### src/rtl/operand_loader_pkg.sv
// Shared constants and FSM encoding for the operand-entry stage and the adder top.
package operand_loader_pkg;

    localparam int OPERAND_WIDTH           = 4;
    localparam int DEFAULT_DEBOUNCE_CYCLES = 500000;

    // Encoding is fixed because it is driven straight onto the LEDs; 2'b11 is unreachable.
    typedef enum logic [1:0] {
        ST_WAIT_A = 2'b00,
        ST_WAIT_B = 2'b01,
        ST_DONE   = 2'b10
    } state_t;

endpackage

### src/rtl/operand_loader_if.sv
// Operand bus from the loader to the adder: registered operands, valid flag, FSM state for the LEDs.
interface operand_loader_if #(
    parameter int WIDTH = 4
);
    logic [WIDTH-1:0] A;
    logic [WIDTH-1:0] B;
    logic             valid;
    logic [1:0]       state_led;

    modport master (output A, output B, output valid, output state_led);
    modport slave  (input  A, input  B, input  valid, input  state_led);
endinterface

### src/rtl/operand_loader_key_debounce.sv
// Purpose: 2-flop sync, stability-counter debounce and press detector for one active-low key.
// Latency: press_pulse 2 + DEBOUNCE_CYCLES + 1 cycles after a clean raw falling edge.
// Backpressure: none; the one-cycle pulse is never held or retried.
module key_debounce
    import operand_loader_pkg::*;
#(
    parameter int DEBOUNCE_CYCLES = DEFAULT_DEBOUNCE_CYCLES
) (
    input  logic CLOCK_50,
    input  logic rst_n,
    input  logic key_raw_n,
    output logic press_pulse
);

    localparam int             CNT_W    = (DEBOUNCE_CYCLES > 1) ? $clog2(DEBOUNCE_CYCLES) : 1;
    localparam logic [CNT_W-1:0] CNT_LAST = CNT_W'(DEBOUNCE_CYCLES - 1);

    logic             sync_meta;
    logic             sync_key;
    logic             level;
    logic             level_d;
    logic [CNT_W-1:0] cnt;

    always_ff @(posedge CLOCK_50 or negedge rst_n) begin
        if (!rst_n) begin
            sync_meta   <= 1'b1;
            sync_key    <= 1'b1;
            level       <= 1'b1;
            level_d     <= 1'b1;
            cnt         <= '0;
            press_pulse <= 1'b0;
        end else begin
            sync_meta   <= key_raw_n;
            sync_key    <= sync_meta;
            level_d     <= level;
            press_pulse <= level_d & ~level;
            // The counter only runs while a candidate new level is pending; any
            // return to the accepted level throws the partial count away.
            if (sync_key == level) begin
                cnt <= '0;
            end else if (cnt == CNT_LAST) begin
                level <= sync_key;
                cnt   <= '0;
            end else begin
                cnt <= cnt + 1'b1;
            end
        end
    end

endmodule

### src/rtl/operand_loader.sv
// Purpose: load operands A then B from the slide switches on debounced key presses; clear key zeroes both.
// Latency: A/B/valid update one cycle after the internal press pulse; all outputs registered.
// Backpressure: none; the adder consumes the operand bus combinationally every cycle.
module operand_loader
    import operand_loader_pkg::*;
#(
    parameter int WIDTH           = OPERAND_WIDTH,
    parameter int DEBOUNCE_CYCLES = DEFAULT_DEBOUNCE_CYCLES
) (
    input  logic             CLOCK_50,
    input  logic             rst_n,
    input  logic [WIDTH-1:0] sw_in,
    input  logic             key_load_n,
    input  logic             key_clear_n,
    operand_loader_if.master opnd
);

    logic [WIDTH-1:0] sw_meta;
    logic [WIDTH-1:0] sw_sync;
    logic             load_pulse;
    logic             clear_pulse;

    state_t           state;
    state_t           state_nxt;
    logic [WIDTH-1:0] a_q;
    logic [WIDTH-1:0] a_nxt;
    logic [WIDTH-1:0] b_q;
    logic [WIDTH-1:0] b_nxt;
    logic             valid_q;
    logic             valid_nxt;

    key_debounce #(.DEBOUNCE_CYCLES(DEBOUNCE_CYCLES)) u_load (
        .CLOCK_50    (CLOCK_50),
        .rst_n       (rst_n),
        .key_raw_n   (key_load_n),
        .press_pulse (load_pulse)
    );

    key_debounce #(.DEBOUNCE_CYCLES(DEBOUNCE_CYCLES)) u_clear (
        .CLOCK_50    (CLOCK_50),
        .rst_n       (rst_n),
        .key_raw_n   (key_clear_n),
        .press_pulse (clear_pulse)
    );

    always_ff @(posedge CLOCK_50 or negedge rst_n) begin
        if (!rst_n) begin
            sw_meta <= '1;
            sw_sync <= '1;
        end else begin
            sw_meta <= sw_in;
            sw_sync <= sw_meta;
        end
    end

    always_ff @(posedge CLOCK_50 or negedge rst_n) begin
        if (!rst_n) begin
            state   <= ST_WAIT_A;
            a_q     <= '0;
            b_q     <= '0;
            valid_q <= 1'b0;
        end else begin
            state   <= state_nxt;
            a_q     <= a_nxt;
            b_q     <= b_nxt;
            valid_q <= valid_nxt;
        end
    end

    always_comb begin
        state_nxt = state;
        a_nxt     = a_q;
        b_nxt     = b_q;
        valid_nxt = valid_q;
        if (clear_pulse) begin
            state_nxt = ST_WAIT_A;
            a_nxt     = '0;
            b_nxt     = '0;
            valid_nxt = 1'b0;
        end else begin
            case (state)
                ST_WAIT_A: begin
                    if (load_pulse) begin
                        a_nxt     = sw_sync;
                        state_nxt = ST_WAIT_B;
                    end
                end
                ST_WAIT_B: begin
                    if (load_pulse) begin
                        b_nxt     = sw_sync;
                        valid_nxt = 1'b1;
                        state_nxt = ST_DONE;
                    end
                end
                ST_DONE: begin
                    // A load here starts a fresh sum, so B is dropped with valid.
                    if (load_pulse) begin
                        a_nxt     = sw_sync;
                        b_nxt     = '0;
                        valid_nxt = 1'b0;
                        state_nxt = ST_WAIT_B;
                    end
                end
                default: begin
                    state_nxt = ST_WAIT_A;
                    valid_nxt = 1'b0;
                end
            endcase
        end
    end

    assign opnd.A         = a_q;
    assign opnd.B         = b_q;
    assign opnd.valid     = valid_q;
    assign opnd.state_led = state;

endmodule

### src/flat_wrapper.sv
// flat-port wrapper written by rule: the top's interface ports become plain ports
module operand_loader_flat import operand_loader_pkg::*;
#(
    parameter int WIDTH           = OPERAND_WIDTH,
    parameter int DEBOUNCE_CYCLES = DEFAULT_DEBOUNCE_CYCLES
)
  (CLOCK_50, rst_n, sw_in, key_load_n, key_clear_n, opnd_A, opnd_B, opnd_valid, opnd_state_led);
  operand_loader_if #(.WIDTH(WIDTH)) opnd_i ();
  input  logic CLOCK_50;
  input  logic rst_n;
  input  logic [WIDTH-1:0] sw_in;
  input  logic key_load_n;
  input  logic key_clear_n;
  output wire logic [$bits(opnd_i.A)-1:0] opnd_A;
  output wire logic [$bits(opnd_i.B)-1:0] opnd_B;
  output wire logic [$bits(opnd_i.valid)-1:0] opnd_valid;
  output wire logic [$bits(opnd_i.state_led)-1:0] opnd_state_led;
  assign opnd_A = opnd_i.A;
  assign opnd_B = opnd_i.B;
  assign opnd_valid = opnd_i.valid;
  assign opnd_state_led = opnd_i.state_led;
  operand_loader #(.WIDTH(WIDTH), .DEBOUNCE_CYCLES(DEBOUNCE_CYCLES)) u_core (.CLOCK_50(CLOCK_50), .rst_n(rst_n), .sw_in(sw_in), .key_load_n(key_load_n), .key_clear_n(key_clear_n), .opnd(opnd_i));
endmodule
### config.mk
export PLATFORM = sky130hd
export DESIGN_NAME = operand_loader_flat
export DESIGN_NICKNAME = d
export VERILOG_FILES = /design/src/rtl/operand_loader_pkg.sv /design/src/rtl/operand_loader_if.sv /design/src/rtl/operand_loader_key_debounce.sv /design/src/rtl/operand_loader.sv /design/src/flat_wrapper.sv
export SDC_FILE = /design/constraint.sdc
export NUM_CORES = 1
export LEC_CHECK = 0
export CORE_AREA = 2 2 71 123
export DETAILED_ROUTE_END_ITERATION = 16
export DIE_AREA = 0 0 73 125
export PLACE_DENSITY = 0.57
export SLEW_MARGIN = 30
export SYNTH_ARGS = -nofsm -noshare
export SYNTH_HDL_FRONTEND = slang
export SYNTH_SLANG_ARGS = --single-unit
### constraint.sdc
create_clock -name CLOCK_50 -period 5.5 [get_ports CLOCK_50]
set_input_delay 1.1 -clock CLOCK_50 [delete_from_list [all_inputs] [get_ports CLOCK_50]]
set_output_delay 1.1 -clock CLOCK_50 [all_outputs]
set_load 0.03 [all_outputs]
==> flow_metrics.env <==
export IMPL_netSwitchingPower_uw=229
export IMPL_maxCapViolCount=0
export IMPL_netlist_area_leader_share_pct=42.6
export IMPL_critPathMaxFanout=15
export IMPL_grt_remaining_overflow=0
export IMPL_syn_inst=282
export IMPL_pwr_share_clk_pct=51.6
export IMPL_grt_pass1_vias=2102
export IMPL_drive_gt1_share_pct=14.5
export IMPL_syn_avg_cell_area_um2=10.6
export IMPL_grt_max_degree=68
export IMPL_root_buffer="clkbuf_16"
export IMPL_grt_pass1_wl_um=9830
export IMPL_holdCritPathClass="reg -> reg"
export IMPL_fin_util_pct=43.6
export IMPL_leakage_uw=0.00145
export IMPL_hold_viol=0
export IMPL_cp_end_kind="output port"
export IMPL_initial_core_util_pct=36.6
export IMPL_yosys_register_bits=67
export IMPL_clkLatencyLatePin_ps=330
export IMPL_yosysSeqAreaShare_pct=56.6
export IMPL_vias_per_cell=5.20
export IMPL_globalRouteMet2Util_pct=23.1
export IMPL_dieArea_um2=9130
export IMPL_synth_top_cells_by_area="dfrtp_1 (43%), dfstp_2 (14%), xnor2_1 (6.4%)"
export IMPL_yosys_most_used_dff="dfrtp_1"
export IMPL_mostFrequentLayoutCells="dfrtp_1 (51), nor2_1 (44), xnor2_1 (22), nand2_1 (20), a21oi_1 (19)"
export IMPL_dieHeight_um=125
export IMPL_worstSetupStartpointType="flop"
export IMPL_cp_cell_sequence="clkdlybuf4s50_1"
export IMPL_die_w_um=73
export IMPL_ir_drop_mv=0.216
export IMPL_fmax_ghz=0.366
export IMPL_antenna_left=0
export IMPL_vias=2092
export IMPL_slew_headroom_pct=44.0
export IMPL_ys_types=35
export IMPL_nets=316
export IMPL_pin_count=19
export IMPL_grt_use_total_pct=14.2
export IMPL_clk_pin_slew_ps=50
export IMPL_core_area_um2=8200
export IMPL_rsz0062_at_grt="false"
export IMPL_ctsHoldBuffers=0
export IMPL_cts_sinks=67
export IMPL_path_class="reg -> out"
export IMPL_cts_inserted_buffers=9
export IMPL_top_usage_layer="met2"
export IMPL_post_drt_wl_per_cell_um=13.9
export IMPL_post_cts_repair_setup_buffers=0
export IMPL_cts_resized=0
export IMPL_slew_viol_final=0
export IMPL_async_reset_ff_share_pct=100
export IMPL_fin_crit_sh_pct=49.6
export IMPL_crit_arrival_ps=1630
export IMPL_drc=0
export IMPL_final_setup_tns_ps=0
export IMPL_use_met3_pct=4.67
export IMPL_antenna_found_initial=0
export IMPL_tritoncts="yes"
export IMPL_required_ps=4400
export IMPL_seq_power_share_pct=45.8
export IMPL_port_buffers=18
export IMPL_layout_commonest_cell="dfrtp_1"
export IMPL_cp_top_family="buffers and inverters"
export IMPL_dr_first_iter_drc_count=148
export IMPL_crit_buf_inv=1
export IMPL_diodes=0
export IMPL_synth_edf_count=0
export IMPL_p_int_uw=887
export IMPL_finClkSkew_ps=5.11
export IMPL_p_comb_share_pct=2.6
export IMPL_placementRows=44
export IMPL_hpwl_um=3840
export IMPL_cpPeakStageDelay_ps=750
export IMPL_area_growth_syn_to_layout_pct=19.2
export IMPL_tightest_slew_ps=840
export IMPL_crit_slowest_cell="clkdlybuf4s50_1"
export IMPL_p_sw_share_pct=20.5
export IMPL_htreeDepth=3
export IMPL_synth_nets=292
export IMPL_period_minus_slack_ps=2730
export IMPL_synth_top_area_cell="dfrtp_1"
export IMPL_grtUsageMet1_pct=15.9
export IMPL_report_final_setup_viol=0
export IMPL_dr_pass1_iters=4
export IMPL_wl_um=5570
export IMPL_status="finished, final reports clean"
export IMPL_pwr_density_cell_nw_per_um2=312
export IMPL_gp_congestion=0.774
export IMPL_synth_area_um2=3000
export IMPL_clockBufferDepth=2
export IMPL_yosysWarnings=0
## state kept, by name, indices dropped and copies added, names as in the netlist, 2 cells and up
name / cells
u_core.opnd.state_led: 2
u_core.sw_meta: 4
u_core.opnd.B: 4
u_core.opnd.A: 4
u_core.u_load.cnt: 19
u_core.sw_sync: 4
u_core.u_clear.cnt: 19
## stage by stage
| step | hold slack (ps) | area [µm²] | worst slack, ps | instances | power [µW] |
|---|---|---|---|---|---|
| 2_1_floorplan | 345 | 3000 | 3630 | 282 | 531 |
| 3_3_place_gp | 346 | 3260 | 3130 | 385 | 549 |
| 3_5_place_dp | 347 | 3260 | 3110 | 385 | 549 |
| 4_1_cts | 352 | 3560 | 2750 | 400 | 1140 |
| 5_1_grt | 355 | 3580 | 2690 | 402 | 1160 |
| 6_report | 351 | 3580 | 2770 | 402 | 1120 |
## per-layer routing
layer	wire length [µm]	vias up	part of all wire [%]
met4	186	0	3.3
met5	0	-	0
met2	3050	26	55
met1	2160	1032	39
li1	-	1021	-
met3	176	13	3.2
## cell families after synthesis
logic type,share of synthesized area [%]
simple gates,23.5
flops,56.6
compound gates,6.67
xor+xnor,8.18
buf+inv,2.17
mux,2.09
fa+ha+maj,0.834
## power by group through the flow
| stage | sequential [µW] | clock (µW) | combinational [µW] |
|---|---|---|---|
| 3_3_place_gp | 520 | 0 | 29.2 |
| 5_1_grt | 512 | 619 | 33.9 |
| 4_1_cts | 512 | 595 | 29.5 |
| 3_5_place_dp | 520 | 0 | 29.4 |
| 6_report | 512 | 576 | 29.0 |
| 2_1_floorplan | 518 | 0 | 13.4 |
## layout make-up
type | instances | area, µm²
Fill cell | 797 | 4630
Tap cell | 92 | 115
Sequential cell | 67 | 1700
Inverter | 7 | 26.3
Clock buffer | 11 | 253
Multi-Input combinational cell | 200 | 1240
Clock inverter | 4 | 50.0
Timing Repair Buffer | 21 | 198
## synth_stat cells (2+ instances only)
cell       n
ha_1       2
inv_1      7
nor2_1    44
or4_4      2
nand2_1   20
o31ai_1    2
a21oi_1   19
o21ai_0    7
xnor2_1   22
mux2i_1    4
nand3_1   17
or3_1      6
nor2b_1    2
nor3_1     6
dfrtp_1   51
mux2_2     2
nor4bb_1   2
nand2b_1   5
and2_1     2
or4_1      3
dfstp_2   16
nand4_1    7
clkbuf_1   5
buf_4      2
nor4_1    11
xor2_1     6
o41ai_4    2
## worst paths after layout
kind	start	endpoint	slack [ps]	cells after the start
max	u_core.opnd.state_led[0]$_DFFE_PN0P_	opnd_state_led[0]	2770	1
min	u_core.sw_meta[0]$_DFF_PN1_	u_core.sw_sync[0]$_DFF_PN1_	350	0
max reg2reg	u_core.u_load.cnt[2]$_DFF_PN0_	u_core.u_load.cnt[17]$_DFF_PN0_	3390	4
min reg2reg	u_core.sw_meta[0]$_DFF_PN1_	u_core.sw_sync[0]$_DFF_PN1_	350	0
max in group asynchronous	rst_n	u_core.u_load.cnt[18]$_DFF_PN0_	4000	2
min in group asynchronous	rst_n	u_core.u_clear.cnt[0]$_DFF_PN0_	950	2
Note: power is estimated with default switching activity, not from simulation.
